===== config.mk =====
export PLATFORM = sky130hd
export DESIGN_NAME = ex_mem_skid_reg_flat
export DESIGN_NICKNAME = d
export VERILOG_FILES = /design/src/rtl/ex_mem_skid_reg_pkg.sv /design/src/rtl/ex_mem_skid_reg_if.sv /design/src/rtl/ex_mem_skid_reg_slot.sv /design/src/rtl/ex_mem_skid_reg.sv /design/src/flat_wrapper.sv
export SDC_FILE = /design/constraint.sdc
export NUM_CORES = 1
export LEC_CHECK = 0
export ABC_AREA = 0
export CORE_ASPECT_RATIO = 1.1
export CORE_MARGIN = 2
export CORE_UTILIZATION = 50
export DETAILED_ROUTE_END_ITERATION = 10
export HOLD_SLACK_MARGIN = 0.08
export PLACE_DENSITY = 0.8
export REMOVE_ABC_BUFFERS = 1
export SLEW_MARGIN = 20
export SYNTH_ARGS = -nofsm -noshare
export SYNTH_HDL_FRONTEND = slang
export SYNTH_HIERARCHICAL = 1
export SYNTH_SLANG_ARGS = --single-unit

===== constraint.sdc =====
create_clock -name clock -period 4.6 [get_ports clock]
set_input_delay 1.15 -clock clock [delete_from_list [all_inputs] [get_ports clock]]
set_output_delay 1.15 -clock clock [all_outputs]
set_load 0.005 [all_outputs]

===== src/rtl/ex_mem_skid_reg_pkg.sv =====
// Shared processor definitions: datapath widths, EX/MEM control-bit layout,
// ALU op codes and the EX/MEM occupancy state type.
package proc_pkg;

  localparam int DATA_W  = 16;
  localparam int RADDR_W = 3;
  localparam int CTRL_W  = 5;

  // ctrl vector is {branch, mem_read, mem_write, reg_write, mem_to_reg}
  localparam int CTRL_BRANCH     = 4;
  localparam int CTRL_MEM_READ   = 3;
  localparam int CTRL_MEM_WRITE  = 2;
  localparam int CTRL_REG_WRITE  = 1;
  localparam int CTRL_MEM_TO_REG = 0;

  localparam logic [2:0] ALU_AND = 3'b000;
  localparam logic [2:0] ALU_OR  = 3'b001;
  localparam logic [2:0] ALU_ADD = 3'b010;
  localparam logic [2:0] ALU_SUB = 3'b110;
  localparam logic [2:0] ALU_SLT = 3'b111;

  typedef enum logic [1:0] {
    ST_EMPTY = 2'd0,
    ST_ONE   = 2'd1,
    ST_FULL  = 2'd2
  } occ_state_t;

endpackage


===== src/rtl/ex_mem_skid_reg_if.sv =====
// EX->MEM handshake bundle. Handshake rule: an entry moves across a side on a
// rising clock edge exactly when that side's valid and ready are both high.
interface ex_mem_skid_reg_if #(
  parameter int DATA_W  = proc_pkg::DATA_W,
  parameter int RADDR_W = proc_pkg::RADDR_W,
  parameter int CTRL_W  = proc_pkg::CTRL_W
);
  logic               ex_valid;
  logic               ex_ready;
  logic [DATA_W-1:0]  ex_result;
  logic               ex_zero;
  logic [DATA_W-1:0]  ex_sdata;
  logic [RADDR_W-1:0] ex_rd;
  logic [CTRL_W-1:0]  ex_ctrl;

  logic               mem_valid;
  logic               mem_ready;
  logic [DATA_W-1:0]  mem_result;
  logic               mem_zero;
  logic [DATA_W-1:0]  mem_sdata;
  logic [RADDR_W-1:0] mem_rd;
  logic [CTRL_W-1:0]  mem_ctrl;

  logic               fwd_valid;
  logic [RADDR_W-1:0] fwd_rd;
  logic [DATA_W-1:0]  fwd_data;

  // master: the surrounding pipeline (EX producer, MEM consumer, forwarding mux)
  modport master (
    output ex_valid, ex_result, ex_zero, ex_sdata, ex_rd, ex_ctrl, mem_ready,
    input  ex_ready, mem_valid, mem_result, mem_zero, mem_sdata, mem_rd, mem_ctrl,
    input  fwd_valid, fwd_rd, fwd_data
  );

  // slave: the EX/MEM register itself
  modport slave (
    input  ex_valid, ex_result, ex_zero, ex_sdata, ex_rd, ex_ctrl, mem_ready,
    output ex_ready, mem_valid, mem_result, mem_zero, mem_sdata, mem_rd, mem_ctrl,
    output fwd_valid, fwd_rd, fwd_data
  );
endinterface


===== src/rtl/ex_mem_skid_reg_slot.sv =====
// One EX/MEM entry payload register with load enable; clears on reset so the
// head slot drives zeros on the MEM outputs straight out of reset.
module exmem_slot #(
  parameter int W = 8
) (
  input  logic         clock,
  input  logic         reset,
  input  logic         load,
  input  logic [W-1:0] d,
  output logic [W-1:0] q
);

  always_ff @(posedge clock or posedge reset) begin
    if (reset) begin
      q <= '0;
    end else if (load) begin
      q <= d;
    end
  end

endmodule


===== src/rtl/ex_mem_skid_reg.sv =====
// EX->MEM pipeline register as a two-entry skid buffer (head + skid) with a
// registered ex_ready. Optional forwarding tap enabled by `define EXMEM_FWD_EN.
module ex_mem_skid_reg #(
  parameter int DATA_W  = proc_pkg::DATA_W,
  parameter int RADDR_W = proc_pkg::RADDR_W
) (
  input  logic                 clock,
  input  logic                 reset,
  input  logic                 flush,
  ex_mem_skid_reg_if.slave     bus,
  output proc_pkg::occ_state_t dbg_state
);
  import proc_pkg::*;

  localparam int ENTRY_W = 2 * DATA_W + 1 + RADDR_W + CTRL_W;

  occ_state_t         state;
  logic               ex_ready_q;
  logic               mem_valid_q;
  logic               accept;
  logic               pop;
  logic               head_load;
  logic               skid_load;
  logic [ENTRY_W-1:0] ex_entry;
  logic [ENTRY_W-1:0] head_d;
  logic [ENTRY_W-1:0] head_q;
  logic [ENTRY_W-1:0] skid_q;

  assign accept   = bus.ex_valid & ex_ready_q;
  assign pop      = mem_valid_q & bus.mem_ready;
  assign ex_entry = {bus.ex_result, bus.ex_zero, bus.ex_sdata, bus.ex_rd, bus.ex_ctrl};

  // Head refills from skid when draining FULL, otherwise straight from EX.
  assign head_d    = (state == ST_FULL) ? skid_q : ex_entry;
  assign head_load = !flush && (((state == ST_EMPTY) && accept) ||
                                ((state == ST_ONE) && accept && pop) ||
                                ((state == ST_FULL) && pop));
  assign skid_load = !flush && (state == ST_ONE) && accept && !pop;

  exmem_slot #(.W(ENTRY_W)) u_head (
    .clock (clock),
    .reset (reset),
    .load  (head_load),
    .d     (head_d),
    .q     (head_q)
  );

  exmem_slot #(.W(ENTRY_W)) u_skid (
    .clock (clock),
    .reset (reset),
    .load  (skid_load),
    .d     (ex_entry),
    .q     (skid_q)
  );

  always_ff @(posedge clock or posedge reset) begin
    if (reset) begin
      state       <= ST_EMPTY;
      ex_ready_q  <= 1'b1;
      mem_valid_q <= 1'b0;
    end else if (flush) begin
      state       <= ST_EMPTY;
      ex_ready_q  <= 1'b1;
      mem_valid_q <= 1'b0;
    end else begin
      case (state)
        ST_EMPTY: begin
          if (accept) begin
            state       <= ST_ONE;
            mem_valid_q <= 1'b1;
          end
        end
        ST_ONE: begin
          if (accept && !pop) begin
            state      <= ST_FULL;
            ex_ready_q <= 1'b0;
          end else if (!accept && pop) begin
            state       <= ST_EMPTY;
            mem_valid_q <= 1'b0;
          end
        end
        ST_FULL: begin
          if (pop) begin
            state      <= ST_ONE;
            ex_ready_q <= 1'b1;
          end
        end
        default: begin
          state       <= ST_EMPTY;
          ex_ready_q  <= 1'b1;
          mem_valid_q <= 1'b0;
        end
      endcase
    end
  end

  assign bus.ex_ready  = ex_ready_q;
  assign bus.mem_valid = mem_valid_q;
  assign {bus.mem_result, bus.mem_zero, bus.mem_sdata, bus.mem_rd, bus.mem_ctrl} = head_q;
  assign dbg_state     = state;

`ifdef EXMEM_FWD_EN
  // Loads are excluded: their value only exists after the MEM stage.
  assign bus.fwd_valid = mem_valid_q & bus.mem_ctrl[CTRL_REG_WRITE] & ~bus.mem_ctrl[CTRL_MEM_READ];
  assign bus.fwd_rd    = bus.mem_rd;
  assign bus.fwd_data  = bus.mem_result;
`else
  assign bus.fwd_valid = 1'b0;
  assign bus.fwd_rd    = '0;
  assign bus.fwd_data  = '0;
`endif

endmodule


===== src/flat_wrapper.sv =====
// flat-port wrapper written by rule: the top's interface ports become plain ports
module ex_mem_skid_reg_flat import proc_pkg::*;
#(
  parameter int DATA_W  = proc_pkg::DATA_W,
  parameter int RADDR_W = proc_pkg::RADDR_W
)
  (clock, reset, flush, dbg_state, bus_ex_valid, bus_ex_result, bus_ex_zero, bus_ex_sdata, bus_ex_rd, bus_ex_ctrl, bus_mem_ready, bus_ex_ready, bus_mem_valid, bus_mem_result, bus_mem_zero, bus_mem_sdata, bus_mem_rd, bus_mem_ctrl, bus_fwd_valid, bus_fwd_rd, bus_fwd_data);
  ex_mem_skid_reg_if #(.DATA_W(DATA_W), .RADDR_W(RADDR_W)) bus_i ();
  input  logic clock;
  input  logic reset;
  input  logic flush;
  output proc_pkg::occ_state_t dbg_state;
  input wire logic [$bits(bus_i.ex_valid)-1:0] bus_ex_valid;
  input wire logic [$bits(bus_i.ex_result)-1:0] bus_ex_result;
  input wire logic [$bits(bus_i.ex_zero)-1:0] bus_ex_zero;
  input wire logic [$bits(bus_i.ex_sdata)-1:0] bus_ex_sdata;
  input wire logic [$bits(bus_i.ex_rd)-1:0] bus_ex_rd;
  input wire logic [$bits(bus_i.ex_ctrl)-1:0] bus_ex_ctrl;
  input wire logic [$bits(bus_i.mem_ready)-1:0] bus_mem_ready;
  output wire logic [$bits(bus_i.ex_ready)-1:0] bus_ex_ready;
  output wire logic [$bits(bus_i.mem_valid)-1:0] bus_mem_valid;
  output wire logic [$bits(bus_i.mem_result)-1:0] bus_mem_result;
  output wire logic [$bits(bus_i.mem_zero)-1:0] bus_mem_zero;
  output wire logic [$bits(bus_i.mem_sdata)-1:0] bus_mem_sdata;
  output wire logic [$bits(bus_i.mem_rd)-1:0] bus_mem_rd;
  output wire logic [$bits(bus_i.mem_ctrl)-1:0] bus_mem_ctrl;
  output wire logic [$bits(bus_i.fwd_valid)-1:0] bus_fwd_valid;
  output wire logic [$bits(bus_i.fwd_rd)-1:0] bus_fwd_rd;
  output wire logic [$bits(bus_i.fwd_data)-1:0] bus_fwd_data;
  assign bus_i.ex_valid = bus_ex_valid;
  assign bus_i.ex_result = bus_ex_result;
  assign bus_i.ex_zero = bus_ex_zero;
  assign bus_i.ex_sdata = bus_ex_sdata;
  assign bus_i.ex_rd = bus_ex_rd;
  assign bus_i.ex_ctrl = bus_ex_ctrl;
  assign bus_i.mem_ready = bus_mem_ready;
  assign bus_ex_ready = bus_i.ex_ready;
  assign bus_mem_valid = bus_i.mem_valid;
  assign bus_mem_result = bus_i.mem_result;
  assign bus_mem_zero = bus_i.mem_zero;
  assign bus_mem_sdata = bus_i.mem_sdata;
  assign bus_mem_rd = bus_i.mem_rd;
  assign bus_mem_ctrl = bus_i.mem_ctrl;
  assign bus_fwd_valid = bus_i.fwd_valid;
  assign bus_fwd_rd = bus_i.fwd_rd;
  assign bus_fwd_data = bus_i.fwd_data;
  ex_mem_skid_reg #(.DATA_W(DATA_W), .RADDR_W(RADDR_W)) u_core (.clock(clock), .reset(reset), .flush(flush), .bus(bus_i), .dbg_state(dbg_state));
endmodule

==> results by group <==
Status
  • Status: finished clean

Critical path
  • Startpoint types: input port
  • Slowest stage delay, CP: 0.63 ns
  • Crit path required time: 4.83 ns
  • Worst setup path class: input port to flop
  • Cell Chain, Critical Path: clkdlybuf4s50_1, a21bo_2, nand2_1, a21oi_4, buf_4, mux2_2
  • Reg-to-Reg Start: u_core/dbg_state[1]
  • Cell family with most CP delay: buffers and inverters
  • Slowest CP cell: clkdlybuf4s50_1
  • Critical Path Fanout Max: 22
  • WP buf/inv: 2
  • CP endpoint kind: flop
  • Critical path origin: bus_mem_ready
  • Worst path arrival time: 3.04 ns

Routing
  • Routed length per instance: 16.6 µm
  • Via Count: 2,400
  • First drt pass iteration count: 4
  • Post-DRT Antenna Nets: 0
  • Initial DRC count: 83
  • DRC violations left: 0
  • Final wirelength: 7950 µm
  • Via density: 5.01

CTS
  • Clock slew at reported path FFs: 0.08 ns
  • Setup bufs post-CTS: 0
  • Resized cells post-CTS: 0
  • Clk_lat worst skew: 0.34 ns
  • Htree depth: 3
  • CTS hold repair buffers: 0
  • CTS tree: done
  • Clock Tree Root: clkbuf_8
  • Max Root-Sink Buffers: 2
  • Cts bufs inserted: 9
  • TritonCTS Sinks: 86

Power
  • Pwr Density: 503 nW/µm²
  • Switching pwr: 0.692 mW
  • Clk pwr share: 19.7%
  • Power share of the combinational group: 35.2%
  • Flop pwr share: 45.1%
  • VDD IR-drop max: 0.000265 V
  • Lkg Pwr: 2.50 nW
  • Internal: 2.10 mW
  • Sw frac: 24.8%

Floorplan
  • Die ar.: 10,000 µm²
  • Row count: 36
  • Initial core utilization: 51.8%
  • DIE HEIGHT: 105 µm
  • I/O pin total: 111
  • Die X: 95.7 µm
  • Core ar.: 8920 µm²

Finish
  • Non-filler cells in the finished layout: 479
  • Filler cells: 678
  • Multi-input gate area: 2100 µm²
  • Register area: 2150 µm²
  • Layout cells sized above 1: 42.2%
  • Commonest non-fill, non-tap cell in the layout: mux2_4
  • Most frequent cells in the layout: mux2_4, clkdlybuf4s50_1, dfrtp_1
  • Final nets: 407
  • Area growth syn-to-layout: 20.2%
  • Ant diodes: 0

Min path
  • Tightest Hold Check Type: flop to flop
  • Hold Crit Start: u_core/u_head/q[35]

Yosys
  • Library cells used by synthesis: 27
  • Post-synth EDFFs: 0
  • Post-synth top flop: dfrtp_1
  • Register area share after synthesis: 46.6%
  • Flops & latches, synth: 86
  • Mapped cell area: 4620 µm²
  • Synth warnings: 6
  • Synth Area per Inst: 16.9 µm²
  • Post-Synthesis Cells: 273
  • Async SR Flop Fraction: 100%

STA
  • RSZ-0062 raised after global routing: no
  • Final worst slack: 1.80 ns
  • Final hold vios: 0
  • Worst Max-Slew Pin Slew: 0.928 ns
  • Maximum clock rate: 357 MHz
  • Final setup viols: 0
  • Slew margin rel.: 38.0%
  • Final Skew: 0.0114 ns
  • TNS Setup: 0 ns
  • Max Transition Viols Final: 0
  • Fin crit share: 61.0%
  • Fin crit period: 2.80 ns

Global routing
  • First-pass GRT wire length: 13,100 µm
  • M1 GR Usage: 22.3%
  • Total global-route track usage: 16.8%
  • Total grt overflow: 0
  • Met2 GRT Util: 26.6%
  • Vias in the first global route: 2,596
  • GR peak layer: met2
  • Antenna violations before repair: 0
  • Met3 Use GR: 3.97%
  • Largest net degree at the start of global routing: 42

Place
  • Placed wire-length estimate: 5390 µm
  • DP Worst Slack: 1.41 ns
  • IO Port Bufs: 90
  • Placed cells: 464
  • RePlAce Congestion: 0.756

Job
  • Max Cap Viol: 0
## metal layers
layer,share of wire (%),vias to the layer above
met5,0,-
met4,1.8,0
met3,5.3,13
met2,48,72
met1,45,1225
li1,-,1090
## registers in the layout, indices dropped and copies added, names as in the netlist
signal / cells
u_core/dbg_state: 2
u_core/u_head/q: 41
u_core/bus.ex_ready: 1
u_core/bus.mem_valid: 1
u_core/u_skid/q: 41
## power groups by stage
stage | combinational [mW] | clock (mW) | sequential (mW)
5_1_grt | 1.05 | 0.596 | 1.30
4_1_cts | 0.996 | 0.566 | 1.26
3_3_place_gp | 0.972 | 0 | 1.25
2_1_floorplan | 0.610 | 0 | 1.23
6_report | 0.984 | 0.550 | 1.26
3_5_place_dp | 0.991 | 0 | 1.27
## synth_stat cells, types with 2 or more instances
library cell,number,share of area (%)
a211oi_1,2,0.32
a21oi_1,2,0.22
buf_12,12,5.2
buf_4,21,3.4
buf_6,4,0.97
dfrtp_1,85,46
inv_1,4,0.32
mux2_2,4,0.97
mux2_4,119,39
nand2_1,2,0.16
nor2_1,2,0.16
## final cells by class
type | instances | area share, %
Sequential cell | 86 | 38.8
Multi-Input combinational cell | 165 | 37.8
Timing Repair Buffer | 95 | 16.9
Clock buffer | 13 | 3.04
Tap cell | 114 | 2.57
Clock inverter | 2 | 0.698
Inverter | 4 | 0.270
## stage by stage
step	utilization, %	power [mW]	hold slack, ns	area (µm²)
5_1_grt	62.3	2.95	0.532	5560
3_5_place_dp	60.0	2.26	0.490	5350
3_3_place_gp	60.0	2.23	0.492	5350
6_report	62.3	2.79	0.516	5560
2_1_floorplan	-	1.84	0.476	4250
4_1_cts	62.3	2.82	0.519	5560
## worst paths after layout
| kind | slack, ns | end | cells after the start |
|---|---|---|---|
| max | 1.80 | u_core/u_head/q[17] | 6 |
| min | 0.52 | u_core/u_head/q[35] | 1 |
| max reg2reg | 1.99 | u_core/u_head/q[39] | 4 |
| min reg2reg | 0.52 | u_core/u_head/q[35] | 1 |
| max in group asynchronous | 2.60 | u_core/u_head/q[29] | 2 |
| min in group asynchronous | 1.09 | u_core/dbg_state[1] | 2 |
## cell families (layout without fill, tap and decap cells)
logic type	count (synthesis)	in the layout	share of synthesized area, %
DFF	86	86	46.6
buffers and inverters	41	114	9.91
AOI/OAI and AO/OA	13	13	2.46
other	1	20	0.0812
and+or+nand+nor	9	9	1.30
muxes	123	123	39.6
Power figures use the tool's default switching activity.
